==> config.mk <==
export PLATFORM = sky130hd
export DESIGN_NAME = ex_operand_stage_flat
export DESIGN_NICKNAME = d
export VERILOG_FILES = /design/src/rtl/cpu_defs.sv /design/src/rtl/ex_operand_stage_if.sv /design/src/rtl/operand_fwd.sv /design/src/rtl/ex_operand_stage.sv /design/src/flat_wrapper.sv
export SDC_FILE = /design/constraint.sdc
export NUM_CORES = 1
export LEC_CHECK = 0
export ABC_CLOCK_PERIOD_IN_PS = 2830
export BUFFER_PORTS_ARGS = -buffer_cell sky130_fd_sc_hd__buf_2
export CORE_MARGIN = 1.5
export CORE_UTILIZATION = 40
export CTS_BUF_LIST = sky130_fd_sc_hd__clkbuf_8 sky130_fd_sc_hd__clkbuf_16
export CTS_CLUSTER_SIZE = 10
export DETAILED_ROUTE_END_ITERATION = 7
export GPL_ROUTABILITY_DRIVEN = 1
export PLACE_DENSITY_LB_ADDON = 0.2
export SLEW_MARGIN = 10
export SYNTH_ARGS = -nofsm -noshare
export SYNTH_HDL_FRONTEND = slang
export SYNTH_SLANG_ARGS = --single-unit
==> constraint.sdc <==
create_clock -name clk -period 2.83 [get_ports clk]
set_input_delay 0.566 -clock clk [delete_from_list [all_inputs] [get_ports clk]]
set_output_delay 0.566 -clock clk [all_outputs]
set_load 0.02 [all_outputs]
==> src/rtl/cpu_defs.sv <==
// Shared CPU definitions: datapath widths, ALU opcodes and B-operand select encodings.
package cpu_defs;

  localparam int unsigned DATA_WIDTH = 32;
  localparam int unsigned REG_AW     = 5;

  // ALU opcodes; values outside this set are carried through untouched.
  typedef enum logic [3:0] {
    AluAnd  = 4'd0,
    AluOr   = 4'd1,
    AluAdd  = 4'd2,
    AluLui  = 4'd3,
    AluSltu = 4'd4,
    AluSll  = 4'd5,
    AluSub  = 4'd6,
    AluSlt  = 4'd7
  } alu_op_e;

  // Source of ALU operand B.
  typedef enum logic [1:0] {
    BSelRt   = 2'd0,
    BSelSext = 2'd1,
    BSelZext = 2'd2,
    BSelZero = 2'd3
  } b_sel_e;

endpackage

==> src/rtl/ex_operand_stage_if.sv <==
// Bundle between decode, the EX operand stage, its ALU and the MEM/WB write ports.
// master drives the stage inputs, slave is the stage itself.
interface ex_operand_stage_if #(
  parameter int unsigned DATA_WIDTH = cpu_defs::DATA_WIDTH,
  parameter int unsigned REG_AW     = cpu_defs::REG_AW
);

  // Decode side
  logic                  de_valid;
  logic                  de_ready;
  logic [REG_AW-1:0]     de_rs_addr;
  logic [REG_AW-1:0]     de_rt_addr;
  logic [DATA_WIDTH-1:0] de_rs_val;
  logic [DATA_WIDTH-1:0] de_rt_val;
  logic                  de_use_rs;
  logic                  de_use_rt;
  logic [15:0]           de_imm;
  logic [4:0]            de_sa;
  logic                  de_a_sel;
  logic [1:0]            de_b_sel;
  logic [3:0]            de_alu_op;
  logic [REG_AW-1:0]     de_dest;
  logic                  de_wen;
  logic                  de_is_load;

  // Execute / downstream side
  logic [DATA_WIDTH-1:0] ex_alu_result;
  logic                  ex_allowin;
  logic                  ex_valid;
  logic [DATA_WIDTH-1:0] alu_a;
  logic [DATA_WIDTH-1:0] alu_b;
  logic [3:0]            alu_op;
  logic [REG_AW-1:0]     ex_dest;
  logic                  ex_wen;
  logic                  ex_is_load;

  // Later-stage write ports used for forwarding
  logic                  mem_wen;
  logic [REG_AW-1:0]     mem_dest;
  logic [DATA_WIDTH-1:0] mem_wdata;
  logic                  wb_wen;
  logic [REG_AW-1:0]     wb_dest;
  logic [DATA_WIDTH-1:0] wb_wdata;

  modport master (
    output de_valid, de_rs_addr, de_rt_addr, de_rs_val, de_rt_val, de_use_rs, de_use_rt,
           de_imm, de_sa, de_a_sel, de_b_sel, de_alu_op, de_dest, de_wen, de_is_load,
           ex_alu_result, ex_allowin, mem_wen, mem_dest, mem_wdata, wb_wen, wb_dest, wb_wdata,
    input  de_ready, ex_valid, alu_a, alu_b, alu_op, ex_dest, ex_wen, ex_is_load
  );

  modport slave (
    input  de_valid, de_rs_addr, de_rt_addr, de_rs_val, de_rt_val, de_use_rs, de_use_rt,
           de_imm, de_sa, de_a_sel, de_b_sel, de_alu_op, de_dest, de_wen, de_is_load,
           ex_alu_result, ex_allowin, mem_wen, mem_dest, mem_wdata, wb_wen, wb_dest, wb_wdata,
    output de_ready, ex_valid, alu_a, alu_b, alu_op, ex_dest, ex_wen, ex_is_load
  );

endinterface

==> src/rtl/operand_fwd.sv <==
// Resolves one source register: register 0 is hardwired, otherwise the youngest matching
// write port (EX, then MEM, then WB) wins over the register-file read.
module operand_fwd #(
  parameter int unsigned DATA_WIDTH = 32,
  parameter int unsigned REG_AW     = 5
) (
  input  logic [REG_AW-1:0]     addr,
  input  logic [DATA_WIDTH-1:0] rf_val,
  input  logic                  ex_en,
  input  logic [REG_AW-1:0]     ex_dest,
  input  logic [DATA_WIDTH-1:0] ex_data,
  input  logic                  mem_en,
  input  logic [REG_AW-1:0]     mem_dest,
  input  logic [DATA_WIDTH-1:0] mem_data,
  input  logic                  wb_en,
  input  logic [REG_AW-1:0]     wb_dest,
  input  logic [DATA_WIDTH-1:0] wb_data,
  output logic [DATA_WIDTH-1:0] val
);

  // Priority select of the freshest producer of this register.
  always_comb begin
    val = rf_val;
    if (addr == '0) begin
      val = '0;
    end else if (ex_en && (ex_dest == addr)) begin
      val = ex_data;
    end else if (mem_en && (mem_dest == addr)) begin
      val = mem_data;
    end else if (wb_en && (wb_dest == addr)) begin
      val = wb_data;
    end
  end

endmodule

==> src/rtl/ex_operand_stage.sv <==
// ID/EX pipeline register: captures a decoded instruction with fully forwarded operands,
// stalls decode on load-use and handshakes with decode and the memory stage.
module ex_operand_stage #(
  parameter int unsigned DATA_WIDTH = cpu_defs::DATA_WIDTH,
  parameter int unsigned REG_AW     = cpu_defs::REG_AW
) (
  input logic               clk,
  input logic               resetn,
  ex_operand_stage_if.slave bus
);

  import cpu_defs::*;

  logic                  ex_valid_q, ex_valid_d;
  logic [DATA_WIDTH-1:0] alu_a_q, alu_a_d;
  logic [DATA_WIDTH-1:0] alu_b_q, alu_b_d;
  logic [3:0]            alu_op_q;
  logic [REG_AW-1:0]     ex_dest_q;
  logic                  ex_wen_q;
  logic                  ex_is_load_q;

  logic                  de_allowin;
  logic                  load_hazard;
  logic                  de_ready;
  logic                  de_fire;
  logic                  ex_fire;
  logic                  ex_fwd_en;
  logic [DATA_WIDTH-1:0] rs_fwd;
  logic [DATA_WIDTH-1:0] rt_fwd;

  // A load's data is not in ex_alu_result, so it must never forward from EX.
  assign ex_fwd_en = ex_valid_q & ex_wen_q & ~ex_is_load_q;

  // Handshake and load-use detection; deliberately independent of ex_alu_result.
  always_comb begin
    ex_fire     = ex_valid_q & bus.ex_allowin;
    de_allowin  = ~ex_valid_q | bus.ex_allowin;
    load_hazard = ex_valid_q & ex_is_load_q & ex_wen_q & (ex_dest_q != '0) &
                  ((bus.de_use_rs & (bus.de_rs_addr == ex_dest_q)) |
                   (bus.de_use_rt & (bus.de_rt_addr == ex_dest_q)));
    de_ready    = de_allowin & ~load_hazard;
    de_fire     = bus.de_valid & de_ready;
  end

  operand_fwd #(
    .DATA_WIDTH(DATA_WIDTH),
    .REG_AW    (REG_AW)
  ) u_fwd_rs (
    .addr    (bus.de_rs_addr),
    .rf_val  (bus.de_rs_val),
    .ex_en   (ex_fwd_en),
    .ex_dest (ex_dest_q),
    .ex_data (bus.ex_alu_result),
    .mem_en  (bus.mem_wen),
    .mem_dest(bus.mem_dest),
    .mem_data(bus.mem_wdata),
    .wb_en   (bus.wb_wen),
    .wb_dest (bus.wb_dest),
    .wb_data (bus.wb_wdata),
    .val     (rs_fwd)
  );

  operand_fwd #(
    .DATA_WIDTH(DATA_WIDTH),
    .REG_AW    (REG_AW)
  ) u_fwd_rt (
    .addr    (bus.de_rt_addr),
    .rf_val  (bus.de_rt_val),
    .ex_en   (ex_fwd_en),
    .ex_dest (ex_dest_q),
    .ex_data (bus.ex_alu_result),
    .mem_en  (bus.mem_wen),
    .mem_dest(bus.mem_dest),
    .mem_data(bus.mem_wdata),
    .wb_en   (bus.wb_wen),
    .wb_dest (bus.wb_dest),
    .wb_data (bus.wb_wdata),
    .val     (rt_fwd)
  );

  // Operand selection for the instruction being captured.
  always_comb begin
    alu_a_d = bus.de_a_sel ? {{(DATA_WIDTH-5){1'b0}}, bus.de_sa} : rs_fwd;
    alu_b_d = '0;
    case (b_sel_e'(bus.de_b_sel))
      BSelRt:   alu_b_d = rt_fwd;
      BSelSext: alu_b_d = {{(DATA_WIDTH-16){bus.de_imm[15]}}, bus.de_imm};
      BSelZext: alu_b_d = {{(DATA_WIDTH-16){1'b0}}, bus.de_imm};
      BSelZero: alu_b_d = '0;
      default:  alu_b_d = '0;
    endcase
  end

  // Valid bit: fill on capture, drain to a bubble when only the old instruction leaves.
  always_comb begin
    ex_valid_d = ex_valid_q;
    if (de_fire) begin
      ex_valid_d = 1'b1;
    end else if (ex_fire) begin
      ex_valid_d = 1'b0;
    end
  end

  // Stage registers; payload loads only on capture so a stalled instruction is frozen.
  always_ff @(posedge clk or negedge resetn) begin
    if (!resetn) begin
      ex_valid_q   <= 1'b0;
      alu_a_q      <= '0;
      alu_b_q      <= '0;
      alu_op_q     <= '0;
      ex_dest_q    <= '0;
      ex_wen_q     <= 1'b0;
      ex_is_load_q <= 1'b0;
    end else begin
      ex_valid_q <= ex_valid_d;
      if (de_fire) begin
        alu_a_q      <= alu_a_d;
        alu_b_q      <= alu_b_d;
        alu_op_q     <= bus.de_alu_op;
        ex_dest_q    <= bus.de_dest;
        ex_wen_q     <= bus.de_wen;
        ex_is_load_q <= bus.de_is_load;
      end
    end
  end

  assign bus.de_ready   = de_ready;
  assign bus.ex_valid   = ex_valid_q;
  assign bus.alu_a      = alu_a_q;
  assign bus.alu_b      = alu_b_q;
  assign bus.alu_op     = alu_op_q;
  assign bus.ex_dest    = ex_dest_q;
  assign bus.ex_wen     = ex_wen_q;
  assign bus.ex_is_load = ex_is_load_q;

endmodule

==> src/flat_wrapper.sv <==
// flat-port wrapper written by rule: the top's interface ports become plain ports
module ex_operand_stage_flat import cpu_defs::*;
#(
  parameter int unsigned DATA_WIDTH = cpu_defs::DATA_WIDTH,
  parameter int unsigned REG_AW     = cpu_defs::REG_AW
)
  (clk, resetn, bus_de_valid, bus_de_rs_addr, bus_de_rt_addr, bus_de_rs_val, bus_de_rt_val, bus_de_use_rs, bus_de_use_rt, bus_de_imm, bus_de_sa, bus_de_a_sel, bus_de_b_sel, bus_de_alu_op, bus_de_dest, bus_de_wen, bus_de_is_load, bus_ex_alu_result, bus_ex_allowin, bus_mem_wen, bus_mem_dest, bus_mem_wdata, bus_wb_wen, bus_wb_dest, bus_wb_wdata, bus_de_ready, bus_ex_valid, bus_alu_a, bus_alu_b, bus_alu_op, bus_ex_dest, bus_ex_wen, bus_ex_is_load);
  ex_operand_stage_if #(.DATA_WIDTH(DATA_WIDTH), .REG_AW(REG_AW)) bus_i ();
  input logic clk;
  input logic resetn;
  input wire logic [$bits(bus_i.de_valid)-1:0] bus_de_valid;
  input wire logic [$bits(bus_i.de_rs_addr)-1:0] bus_de_rs_addr;
  input wire logic [$bits(bus_i.de_rt_addr)-1:0] bus_de_rt_addr;
  input wire logic [$bits(bus_i.de_rs_val)-1:0] bus_de_rs_val;
  input wire logic [$bits(bus_i.de_rt_val)-1:0] bus_de_rt_val;
  input wire logic [$bits(bus_i.de_use_rs)-1:0] bus_de_use_rs;
  input wire logic [$bits(bus_i.de_use_rt)-1:0] bus_de_use_rt;
  input wire logic [$bits(bus_i.de_imm)-1:0] bus_de_imm;
  input wire logic [$bits(bus_i.de_sa)-1:0] bus_de_sa;
  input wire logic [$bits(bus_i.de_a_sel)-1:0] bus_de_a_sel;
  input wire logic [$bits(bus_i.de_b_sel)-1:0] bus_de_b_sel;
  input wire logic [$bits(bus_i.de_alu_op)-1:0] bus_de_alu_op;
  input wire logic [$bits(bus_i.de_dest)-1:0] bus_de_dest;
  input wire logic [$bits(bus_i.de_wen)-1:0] bus_de_wen;
  input wire logic [$bits(bus_i.de_is_load)-1:0] bus_de_is_load;
  input wire logic [$bits(bus_i.ex_alu_result)-1:0] bus_ex_alu_result;
  input wire logic [$bits(bus_i.ex_allowin)-1:0] bus_ex_allowin;
  input wire logic [$bits(bus_i.mem_wen)-1:0] bus_mem_wen;
  input wire logic [$bits(bus_i.mem_dest)-1:0] bus_mem_dest;
  input wire logic [$bits(bus_i.mem_wdata)-1:0] bus_mem_wdata;
  input wire logic [$bits(bus_i.wb_wen)-1:0] bus_wb_wen;
  input wire logic [$bits(bus_i.wb_dest)-1:0] bus_wb_dest;
  input wire logic [$bits(bus_i.wb_wdata)-1:0] bus_wb_wdata;
  output wire logic [$bits(bus_i.de_ready)-1:0] bus_de_ready;
  output wire logic [$bits(bus_i.ex_valid)-1:0] bus_ex_valid;
  output wire logic [$bits(bus_i.alu_a)-1:0] bus_alu_a;
  output wire logic [$bits(bus_i.alu_b)-1:0] bus_alu_b;
  output wire logic [$bits(bus_i.alu_op)-1:0] bus_alu_op;
  output wire logic [$bits(bus_i.ex_dest)-1:0] bus_ex_dest;
  output wire logic [$bits(bus_i.ex_wen)-1:0] bus_ex_wen;
  output wire logic [$bits(bus_i.ex_is_load)-1:0] bus_ex_is_load;
  assign bus_i.de_valid = bus_de_valid;
  assign bus_i.de_rs_addr = bus_de_rs_addr;
  assign bus_i.de_rt_addr = bus_de_rt_addr;
  assign bus_i.de_rs_val = bus_de_rs_val;
  assign bus_i.de_rt_val = bus_de_rt_val;
  assign bus_i.de_use_rs = bus_de_use_rs;
  assign bus_i.de_use_rt = bus_de_use_rt;
  assign bus_i.de_imm = bus_de_imm;
  assign bus_i.de_sa = bus_de_sa;
  assign bus_i.de_a_sel = bus_de_a_sel;
  assign bus_i.de_b_sel = bus_de_b_sel;
  assign bus_i.de_alu_op = bus_de_alu_op;
  assign bus_i.de_dest = bus_de_dest;
  assign bus_i.de_wen = bus_de_wen;
  assign bus_i.de_is_load = bus_de_is_load;
  assign bus_i.ex_alu_result = bus_ex_alu_result;
  assign bus_i.ex_allowin = bus_ex_allowin;
  assign bus_i.mem_wen = bus_mem_wen;
  assign bus_i.mem_dest = bus_mem_dest;
  assign bus_i.mem_wdata = bus_mem_wdata;
  assign bus_i.wb_wen = bus_wb_wen;
  assign bus_i.wb_dest = bus_wb_dest;
  assign bus_i.wb_wdata = bus_wb_wdata;
  assign bus_de_ready = bus_i.de_ready;
  assign bus_ex_valid = bus_i.ex_valid;
  assign bus_alu_a = bus_i.alu_a;
  assign bus_alu_b = bus_i.alu_b;
  assign bus_alu_op = bus_i.alu_op;
  assign bus_ex_dest = bus_i.ex_dest;
  assign bus_ex_wen = bus_i.ex_wen;
  assign bus_ex_is_load = bus_i.ex_is_load;
  ex_operand_stage #(.DATA_WIDTH(DATA_WIDTH), .REG_AW(REG_AW)) u_core (.clk(clk), .resetn(resetn), .bus(bus_i));
endmodule
After elaboration in Yosys (flattened, before gate mapping)
Index checks and enable logic that the tools add are counted.
- input port bits: 223
- logic and storage cells: 57
- output and inout bits: 77
- bits in registers: 76
- reduce and logical (&&, ||, !) cells: 11
- mux-type cells: 12
- bitwise operators: 16
- equal/unequal tests: 11
- operator list (cell ; count):
    32-bit 2-to-1 mux ; 9
    32-bit one-hot mux with 4 select lines ; 1
    5-bit == test ; 8
    1-bit bitwise AND ; 11
    5-bit zero test ; 2
    1-bit logical AND ; 6
    5-bit nonzero test ; 1
    2-bit == test (second input constant) ; 2
    1-bit inverter ; 3
    2-bit by 1-bit == test with 1-bit output (second input constant) ; 1
    2-bit zero test ; 1
    1-bit 2-to-1 mux ; 2
    1-bit OR ; 2
    2-bit nonzero test ; 1

Logic depth before layout (Yosys ltp)
Gate-level depths: netlist of run 1.
- depth in word-level cells: 8
- mapped depth: 8
- gate-level depth less buffers: 6

Hierarchy
From an unflattened synthesis of run 1, not the netlist that was laid out.
- cell total of the unflattened synthesis: 714
- area total of the unflattened synthesis: 6177.2 µm²
- by module, submodules not included (module ; instances ; area an instance (µm²) ; seq. area each (µm²) ; cells an instance):
    ex_operand_stage ; 1 ; 3512.1 ; 1901.8 ; 286
    operand_fwd ; 2 ; 1332.5 ; 0.0 ; 214

Worst setup path before layout of run 1
No wires, ideal clock.
- path type: reg2out
- from: reg u_core.ex_dest_q[1], in the netlist u_core.bus.ex_dest[1]
- to: out bus_de_ready
- path slack: 0.590 ns
- cell stages (with the launch flop): 5
- data arrival time: 1.674 ns
- path buffers: 0
- path through: dfrtp_1 -> or4_1 -> o2111ai_2 -> a21oi_1 -> nor2b_1
- longest elaborated chain between the ends: 6
- elaborated cells on any way between the ends: 10
- ends and longest elaborated chain (what ; RTL line ; text):
    start, declared ; ex_operand_stage.sv:18 ; logic [REG_AW-1:0] ex_dest_q;
    start signal, assigned ; ex_operand_stage.sv:120 ; ex_dest_q <= bus.de_dest;
    5-bit == test (on tied branches) ; ex_operand_stage.sv:39, ex_operand_stage.sv:40 ;
    1-bit bitwise AND (on tied branches) ; ex_operand_stage.sv:39, ex_operand_stage.sv:40 ;
    1-bit OR ; ex_operand_stage.sv:39 ; ((bus.de_use_rs & (bus.de_rs_addr == ex_dest_q)) |
    1-bit bitwise AND (*) ; ex_operand_stage.sv:38 ; load_hazard = ex_valid_q & ex_is_load_q & ex_wen_q & (ex_dest_q != '0) &
    1-bit inverter (*) ; ex_operand_stage.sv:41 ; de_ready = de_allowin & ~load_hazard;
    1-bit bitwise AND (*) ; ex_operand_stage.sv:41 ;
    end, declared ; flat_wrapper.sv:34 ; output wire logic [$bits(bus_i.de_ready)-1:0] bus_de_ready;
Mark *: on every way between the ends. The rest lies on a longest branch, timed or not.

Final worst setup path of run 1
Ends and elaborated chain as after synthesis.

==> results.cfg, run 1 <==
[placement]
dp_slack_ps = 161.6
dp_hpwl_um = 15330
io_buffers = 299
gp_congestion = 0.8534

[global_routing]
grt_max_degree = 49
grt_overflow = 0
grt_pass1_wl_um = 32060
grt_pass1_vias = 6106
antenna_found_initial = 4
grt_usage_pct = 28.91

[drt]
wire_per_inst_um = 19.18
drcViolationCount = 0
drtIter0Drc = 604
routed_wirelength_um = 20750
dr.pass1.iters = 5
viasPerCell = 5.757
via_count = 6229
ant_nets = 0

[clocking]
cts_root_buf = clkbuf_16
cts_buffer_depth = 2
cts_resized = 0
path_clk_slew_ps = 60
cts_tree = built
cts.sinks = 76
hold_buffers = 0
htree_levels = 3
clkLatencyLatePin_ps = 340
cts_buffers = 9
postCtsSetupBuffers = 0

[logic_synthesis]
yosys_most_used_dff = dfrtp_1
async_flop_share_pct = 100.0
syn_inst = 616
synth_cell_types = 51
synth_seq_cells = 76
synth-seq-area-share_pct = 34.80
synth_area_mm2 = 0.005465
synthTopCellsByArea = dfrtp_1, mux2i_1, a22o_1
synth_edf_count = 0
yosys.area.top_type = dfrtp_1
yosysTopAreaCellShare_pct = 34.80
syn_area_per_cell_um2 = 8.872
syn_nets = 839
yosysWarnings = 0

[die]
placementRows = 42
fp.dieH_um = 119.9
fp.dieW_um = 119.9
dieArea_mm2 = 0.01437
pin_count = 300
start_util_pct = 41.11
coreArea_mm2 = 0.01330

[pwr]
net-switching-power_w = 0.001568
p_int_w = 0.002803
seq_power_share_pct = 34.0
vdd_ir_drop_max_mv = 0.4072
p_comb_share_pct = 34.9
p_leak_nw = 3.561
total_power_w = 0.004371
clkPwrFrac_pct = 31.1
powerDensity_mw_per_mm2 = 582.8
swShare_pct = 35.87

[sta]
hold_ws_ps = 171.0
hold_violations = 0
worst_pin_slew_ps = 466.1
setup_ws_ps = 281.1
fin_crit_sh_pct = 90.07
setup_tns_ps = 0
slew_violations = 0
max-slew-margin-rel_pct = 68.86
min_period_ps = 2549
fin_skew_ps = 4.271
fmax_mhz = 392.3
rsz0062_at_grt = false
setup_violations = 0

[finish]
areaGrowthSynthToFinish_pct = 37.23
multi_input_area_mm2 = 0.003278
seqCellArea_mm2 = 0.001902
n_fill_cell = 1246
fin_nets = 1121
final_core_util_pct = 56.41
layout_commonest_cell = buf_2
drive_above_1_share_pct = 39.53
most-common-layout-cells = buf_2, dfrtp_1, nand2_1

[setup_path]
arrival_ps = 1980
cp-start-kind = flop
critPathMaxFanout = 5
end_kind = output pin
criticalPathCategory = flop to output pin
cp.required_ps = 2260

[status]
outcome = completed

[job]
drv_cap = 0

[hold_path]
hold_path_class = input pin to async pin
[flip-flops by register name, indices dropped and copies added, names as in the netlist]
register / count
u_core.bus.alu_a: 32
u_core.bus.alu_b: 32
u_core.bus.ex_dest: 5
u_core.bus.alu_op: 4
u_core.bus.ex_is_load: 1
u_core.bus.ex_valid: 1
u_core.bus.ex_wen: 1
[power groups by stage]
| stage | registers (W) | clock network (W) | logic [W] |
|---|---|---|---|
| 6_report | 0.00148 | 0.00136 | 0.00153 |
| 5_1_grt | 0.00151 | 0.00143 | 0.00165 |
| 4_1_cts | 0.00148 | 0.00139 | 0.00153 |
| 3_5_place_dp | 0.00150 | 0 | 0.00153 |
| 3_3_place_gp | 0.00150 | 0 | 0.00152 |
| 2_1_floorplan | 0.00176 | 0 | 0.000610 |
[cell families after synthesis]
| kind of cell | count (synthesis) | synth area share [%] |
|---|---|---|
| flip-flops | 76 | 34.80 |
| AO/OA/AOI/OAI | 187 | 25.55 |
| multiplexers | 67 | 12.27 |
| XOR/XNOR | 31 | 4.968 |
| AND/OR/NAND/NOR | 202 | 17.15 |
| buffers and inverters | 53 | 5.266 |
[cells in the mapped netlist, types with 2 or more instances]
master     count
a211o_1       16
a211oi_1      27
a21oi_1       38
a221o_1        4
a22o_1        42
a31oi_1       18
and3_1         8
buf_2         17
buf_4          5
buf_6          6
clkbuf_1      22
dfrtp_1       76
inv_1          2
mux2i_1       67
nand2_1       72
nand3_1        3
nand4_1        2
nor2_1        65
nor3_1        29
nor4_1         2
nor4_2         2
o2111ai_1     15
o21ai_0       17
or3_1          5
xnor2_1        9
xor2_1        22
[worst max-delay path, cell delays in order, from the launching register on]
cell,delay [ps]
dfrtp_1,450
or4_1,550
o2111ai_2,290
a21oi_1,80
nor2b_1,110
buf_2,170
[path summary, 6_finish.rpt]
| path | start | endpoint | slack (ps) | cells after the start |
|---|---|---|---|---|
| min reg2reg | u_core.bus.alu_op[1] | u_core.bus.alu_op[1] | 480 | 2 |
| max reg2reg | u_core.bus.ex_dest[1] | u_core.bus.alu_b[27] | 330 | 6 |
| min | resetn | u_core.bus.alu_b[13] | 170 | 1 |
| max | u_core.bus.ex_dest[1] | bus_de_ready | 280 | 5 |
| min in group clk | bus_de_alu_op[2] | u_core.bus.alu_op[2] | 410 | 3 |
| max in group asynchronous | resetn | u_core.bus.alu_a[26] | 2040 | 2 |
[per-layer routing]
| layer | GRT usage, % | share of wire [%] | up-vias |
|---|---|---|---|
| met5 | 0 | 0.043 | - |
| met4 | 14.06 | 4.0 | 2 |
| met3 | 6.321 | 7.9 | 68 |
| met2 | 46.77 | 47 | 335 |
| met1 | 36.65 | 41 | 2954 |
| li1 | - | - | 2870 |
[metrics by stage]
| stage | cells | instance area, µm² |
|---|---|---|
| floorplan | 616 | 5465 |
| global placement | 1063 | 7142 |
| detailed placement | 1063 | 7142 |
| CTS | 1079 | 7492 |
| global route | 1082 | 7500 |
| finish | 1082 | 7500 |
[final cells by class]
class	count	area share (%)
inverter	2	0.1001
tap	176	2.936
timing repair buffer	322	23.12
multi-input combinational	487	43.71
clock buffer	10	3.187
antenna	3	0.1001
clock inverter	6	1.485
sequential	76	25.36
Power figures use the tool's default switching activity.
==> run 2: changes to the inputs <==
--- a/config.mk
+++ b/config.mk
@@ -5,9 +5,9 @@
 export SDC_FILE = /design/constraint.sdc
 export NUM_CORES = 1
 export LEC_CHECK = 0
-export ABC_CLOCK_PERIOD_IN_PS = 2830
+export ABC_CLOCK_PERIOD_IN_PS = 2600
 export BUFFER_PORTS_ARGS = -buffer_cell sky130_fd_sc_hd__buf_2
-export CORE_MARGIN = 1.5
+export CORE_MARGIN = 2
 export CORE_UTILIZATION = 40
 export CTS_BUF_LIST = sky130_fd_sc_hd__clkbuf_8 sky130_fd_sc_hd__clkbuf_16
 export CTS_CLUSTER_SIZE = 10
==> constraint.sdc (replaced) <==
create_clock -name clk -period 2.6 [get_ports clk]
set_input_delay 0.52 -clock clk [delete_from_list [all_inputs] [get_ports clk]]
set_output_delay 0.52 -clock clk [all_outputs]
set_load 0.02 [all_outputs]
==> run 2 against run 1 <==
Against the previous run: via count decreased by 2.6%; highest routed layer is now met4; critical endpoint unchanged; worst setup slack got worse by 140 ps; clock power about the same; non-clock buffer count increased by 8; core utilization increased by 0.36 points.
==> results.cfg, run 2 (synthesis gave the netlist of run 1 again) <==
[status]
outcome = completed

[pwr]
powerDensity_mw_per_mm2 = 614.6
vdd_ir_drop_max_mv = 0.4219
total_power_w = 0.004638
p_leak_nw = 3.594

[global_routing]
grt_overflow = 0
antenna_found_initial = 2
grt_max_degree = 60
grt_pass1_vias = 6120
grt_pass1_wl_um = 32220
grt_usage_pct = 28.49

[sta]
slew_violations = 0
hold_ws_ps = 136.7
setup_violations = 0
min_period_ps = 2457
fin_crit_sh_pct = 94.49
worst_pin_slew_ps = 535.5
rsz0062_at_grt = false
setup_tns_ps = 0
fin_skew_ps = 7.696
fmax_mhz = 407.0
hold_violations = 0
max-slew-margin-rel_pct = 64.22

[finish]
final_core_util_pct = 56.77
layoutNonFillerInstCount = 1090
drive_above_1_share_pct = 39.85
areaGrowthSynthToFinish_pct = 38.10
most-common-layout-cells = buf_2, dfrtp_1, nand2_1
fin_nets = 1129
layout_commonest_cell = buf_2

[die]
fp.dieW_um = 120.9
dieArea_mm2 = 0.01461
pin_count = 300
start_util_pct = 41.11
fp.dieH_um = 120.9
coreArea_mm2 = 0.01330
placementRows = 42

[drt]
routed_wirelength_um = 20940
drcViolationCount = 0
dr.pass1.iters = 6
wire_per_inst_um = 19.21
drtIter0Drc = 468
via_count = 6068
ant_nets = 0
viasPerCell = 5.567

[setup_path]
end_kind = output pin
critical_path.slowest_cell = or4_1
critPathMaxFanout = 3
cp.required_ps = 2080
criticalPathCategory = flop to output pin
cp-start-kind = flop
max_stage_delay_ps = 530
arrival_ps = 1940
path_cells = or4_1 > o2111ai_2 > a21oi_1 > nor2b_1 > buf_2
cp_num_buf_inv = 1
critical_path.top_delay_family = simple AND/OR/NAND/NOR gates

[clocking]
htree_levels = 3
cts_root_buf = clkbuf_16
path_clk_slew_ps = 60
cts_buffers = 9
cts.sinks = 76
clkLatencyLatePin_ps = 340
cts_buffer_depth = 2
cts_tree = built
postCtsSetupBuffers = 0

[placement]
gp_congestion = 0.9434
io_buffers = 299
dp_hpwl_um = 15640
dpl.cell_count = 1071

[hold_path]
hold_path_class = input pin to async pin

[job]
drv_cap = 0
## run 2: worst paths after layout
check | cells past startpoint | end | slack, ps | start
max | 5 | bus_de_ready | 140 | u_core.bus.ex_dest[2]
min | 1 | u_core.bus.alu_b[13] | 140 | resetn
max reg2reg | 6 | u_core.bus.alu_b[17] | 250 | u_core.bus.ex_dest[2]
min reg2reg | 2 | u_core.bus.alu_op[0] | 480 | u_core.bus.alu_op[0]
max in group asynchronous | 2 | u_core.bus.alu_b[27] | 1850 | resetn
min in group clk | 3 | u_core.bus.ex_is_load | 370 | bus_de_is_load
## run 2: cell type report
type                            count  area [µm²]
Sequential cell                    76        1902
Multi-Input combinational cell    487        3293
Clock inverter                      7       85.08
Tap cell                          176       220.2
Inverter                            2       7.507
Fill cell                        1252        5748
Timing Repair Buffer              330        1807
Antenna cell                        3       7.507
Clock buffer                        9       225.2
## run 2: per-stage QoR
step                      worst slack [ps]  instance area (µm²)
after floorplan                      405.9                 5465
after global placement               139.1                 7214
after detailed placement             73.26                 7214
after CTS                            39.64                 7525
after global routing                 27.85                 7545
final                                143.3                 7547
## run 2: metal layers
metal | global-route usage [%] | routed length (µm) | vias up
met5 | 0 | 0 | -
met4 | 12.35 | 639 | 0
met3 | 5.780 | 1525 | 38
met2 | 46.03 | 9927 | 264
met1 | 36.90 | 8848 | 2880
li1 | - | - | 2886
## run 2: worst register-to-register path, cell delays in order, from the launching register on
cell and delay [ps]:
dfrtp_1 420, or4_1 530, o2111ai_2 300, a32o_4 400, buf_4 370, nor2_1 90
a31oi_1 160
## run 2: repair_timing
action | CTS | global route
setup endpoints to repair | 0 | 3
hold buffers | 0 | 0
resized for setup | 0 | 2
## run 2: report_power, final
group	internal [W]	leakage [nW]	total, W	switching (W)
Sequential	0.00143	0.955	0.00160	0.000168
Combinational	0.000675	2.48	0.00170	0.00102
Clock	0.000831	0.163	0.00134	0.000509
Total	0.00294	3.59	0.00464	0.00170
==> run 3: changes to the inputs <==
--- a/config.mk
+++ b/config.mk
@@ -14,6 +14,7 @@
 export DETAILED_ROUTE_END_ITERATION = 7
 export GPL_ROUTABILITY_DRIVEN = 1
 export PLACE_DENSITY_LB_ADDON = 0.2
+export REMOVE_ABC_BUFFERS = 1
 export SLEW_MARGIN = 10
 export SYNTH_ARGS = -nofsm -noshare
 export SYNTH_HDL_FRONTEND = slang
==> run 3 against run 2 <==
Against the previous run: clock power decreased by 6%; cell count decreased by 0.73%; maximum frequency decreased by 1.9%; register-to-register slack got worse by 80 ps; global-route usage decreased by 1.0 points; via count about the same; power decreased by 1.9%; clock skew decreased by 2.7 ps; first-iteration DRC count decreased by 16%; largest cell class unchanged; sequential share of layout area increased by 0.092 points.
==> results.cfg, run 3 (synthesis gave the netlist of run 1 again) <==
[setup_path]
r2r_cells = 7
cp.required_ps = 2080
critPathMaxFanout = 5
critical_path.top_delay_family = simple AND/OR/NAND/NOR gates
arrival_ps = 1990
criticalPathCategory = flop to output pin
end_kind = output pin
critical_path.slowest_cell = or4_1
max_stage_delay_ps = 590
cp_num_cells = 5
cp-start-kind = flop
path_cells = or4_1 > o2111ai_4 > a21oi_1 > nor2b_1 > buf_2
cp_num_buf_inv = 1

[pwr]
powerDensity_mw_per_mm2 = 604.9
seq_power_share_pct = 35.3
vdd_ir_drop_max_mv = 0.4087
p_int_w = 0.002840
clkPwrFrac_pct = 27.8
net-switching-power_w = 0.001709
swShare_pct = 37.56
p_leak_nw = 3.566
total_power_w = 0.004549
p_comb_share_pct = 36.9

[clocking]
hold_buffers = 0
cts_buffer_depth = 2
path_clk_slew_ps = 60
cts_root_buf = clkbuf_16
htree_levels = 3
cts_buffers = 9
cts.sinks = 76
clkLatencyLatePin_ps = 340
cts_tree = built

[finish]
layoutNonFillerInstCount = 1082
areaGrowthSynthToFinish_pct = 37.59
most-common-layout-cells = buf_2, dfrtp_1, nand2_1
layout_commonest_cell = buf_2
drive_above_1_share_pct = 39.62
fin_area_mm2 = 0.007520
insertedDiodeCount = 0
fin_nets = 1124

[placement]
io_buffers = 299
dp_hpwl_um = 14760
placed_area_mm2 = 0.007207
dpl.cell_count = 1065
dp_slack_ps = 147.6
gp_congestion = 0.8491

[sta]
max-slew-margin-rel_pct = 65.37
fmax_mhz = 399.2
rsz0062_at_grt = false
fin_skew_ps = 4.957
slew_violations = 0
setup_tns_ps = 0
fin_crit_sh_pct = 96.35
min_period_ps = 2505
setup_violations = 0
worst_pin_slew_ps = 519.4
hold_violations = 0
setup_ws_ps = 94.83

[global_routing]
antenna_found_initial = 0
grt_usage_pct = 27.48
grt_pass1_vias = 6011
grt_pass1_wl_um = 31260
grt_overflow = 0
grt_max_degree = 47

[die]
pin_count = 300
start_util_pct = 41.11
placementRows = 42
fp.dieH_um = 120.9
dieArea_mm2 = 0.01461
coreArea_mm2 = 0.01330
fp.dieW_um = 120.9

[drt]
drcViolationCount = 0
routed_wirelength_um = 20170
dr.pass1.iters = 5
viasPerCell = 5.612
ant_nets = 0
via_count = 6072
drtIter0Drc = 395
wire_per_inst_um = 18.65

[hold_path]
hold_path_class = input pin to async pin

[job]
drv_cap = 0

[status]
outcome = completed
## run 3: cell types whose count changed in the layout (fill, tap and decap cells not counted), moves of 2 or more
| cell | before | now |
|---|---|---|
| buf_4 | 26 | 18 |
| buf_12 | 6 | 9 |
| diode_2 | 3 | 0 |
| inv_1 | 5 | 3 |
## run 3: worst reg2reg max path: cells and delay by family (launching register included)
family / cells / cell delay (ps)
buf+inv: 2 / 380
flops: 1 / 440
simple gates: 2 / 1030
compound gates: 3 / 520
## run 3: power by group through the flow
stage / Combinational, W / Sequential (W) / Clock, W
4_1_cts: 0.00168 / 0.00160 / 0.00129
6_report: 0.00168 / 0.00161 / 0.00126
3_3_place_gp: 0.00166 / 0.00162 / 0
2_1_floorplan: 0.000617 / 0.00192 / 0
5_1_grt: 0.00181 / 0.00164 / 0.00136
3_5_place_dp: 0.00168 / 0.00162 / 0
## run 3: cell type report
cell class	instances	area (µm²)
Fill cell	1274	5776
Multi-Input combinational cell	487	3289
Sequential cell	76	1902
Timing Repair Buffer	325	1807
Clock buffer	9	225.2
Tap cell	176	220.2
Clock inverter	7	68.82
Inverter	2	7.507
## run 3: what timing repair did
action                                 4_1_cts  5_1_grt
resized for setup                            0        1
endpoints found under the hold margin        0        0
setup buffers                                0        1
setup endpoints to repair                    0        1
## run 3: routing by layer
metal | vias up | wire length (µm) | track usage, %
met5 | - | 0 | 0
met3 | 36 | 1357 | 5.216
met2 | 246 | 10030 | 47.82
li1 | 2860 | - | -
met1 | 2930 | 8350 | 33.87
met4 | 0 | 440 | 9.593
## run 3: metrics by stage
stage / util [%] / hold WS (ps)
global placement: 54.21 / 471.1
CTS: 56.42 / 160.7
floorplan: - / 224.4
global route: 56.56 / 177.6
detailed placement: 54.21 / 458.9
finish: 56.56 / 153.6
## run 3: worst paths after layout
path | start | to | slack, ps
max | u_core.bus.ex_dest[1] | bus_de_ready | 90
max reg2reg | u_core.bus.ex_dest[1] | u_core.bus.alu_a[19] | 170
min reg2reg | u_core.bus.alu_op[3] | u_core.bus.alu_op[3] | 470
min in group clk | bus_de_alu_op[3] | u_core.bus.alu_op[3] | 370
min | resetn | u_core.bus.alu_b[3] | 150
max in group asynchronous | resetn | u_core.bus.alu_b[17] | 1830
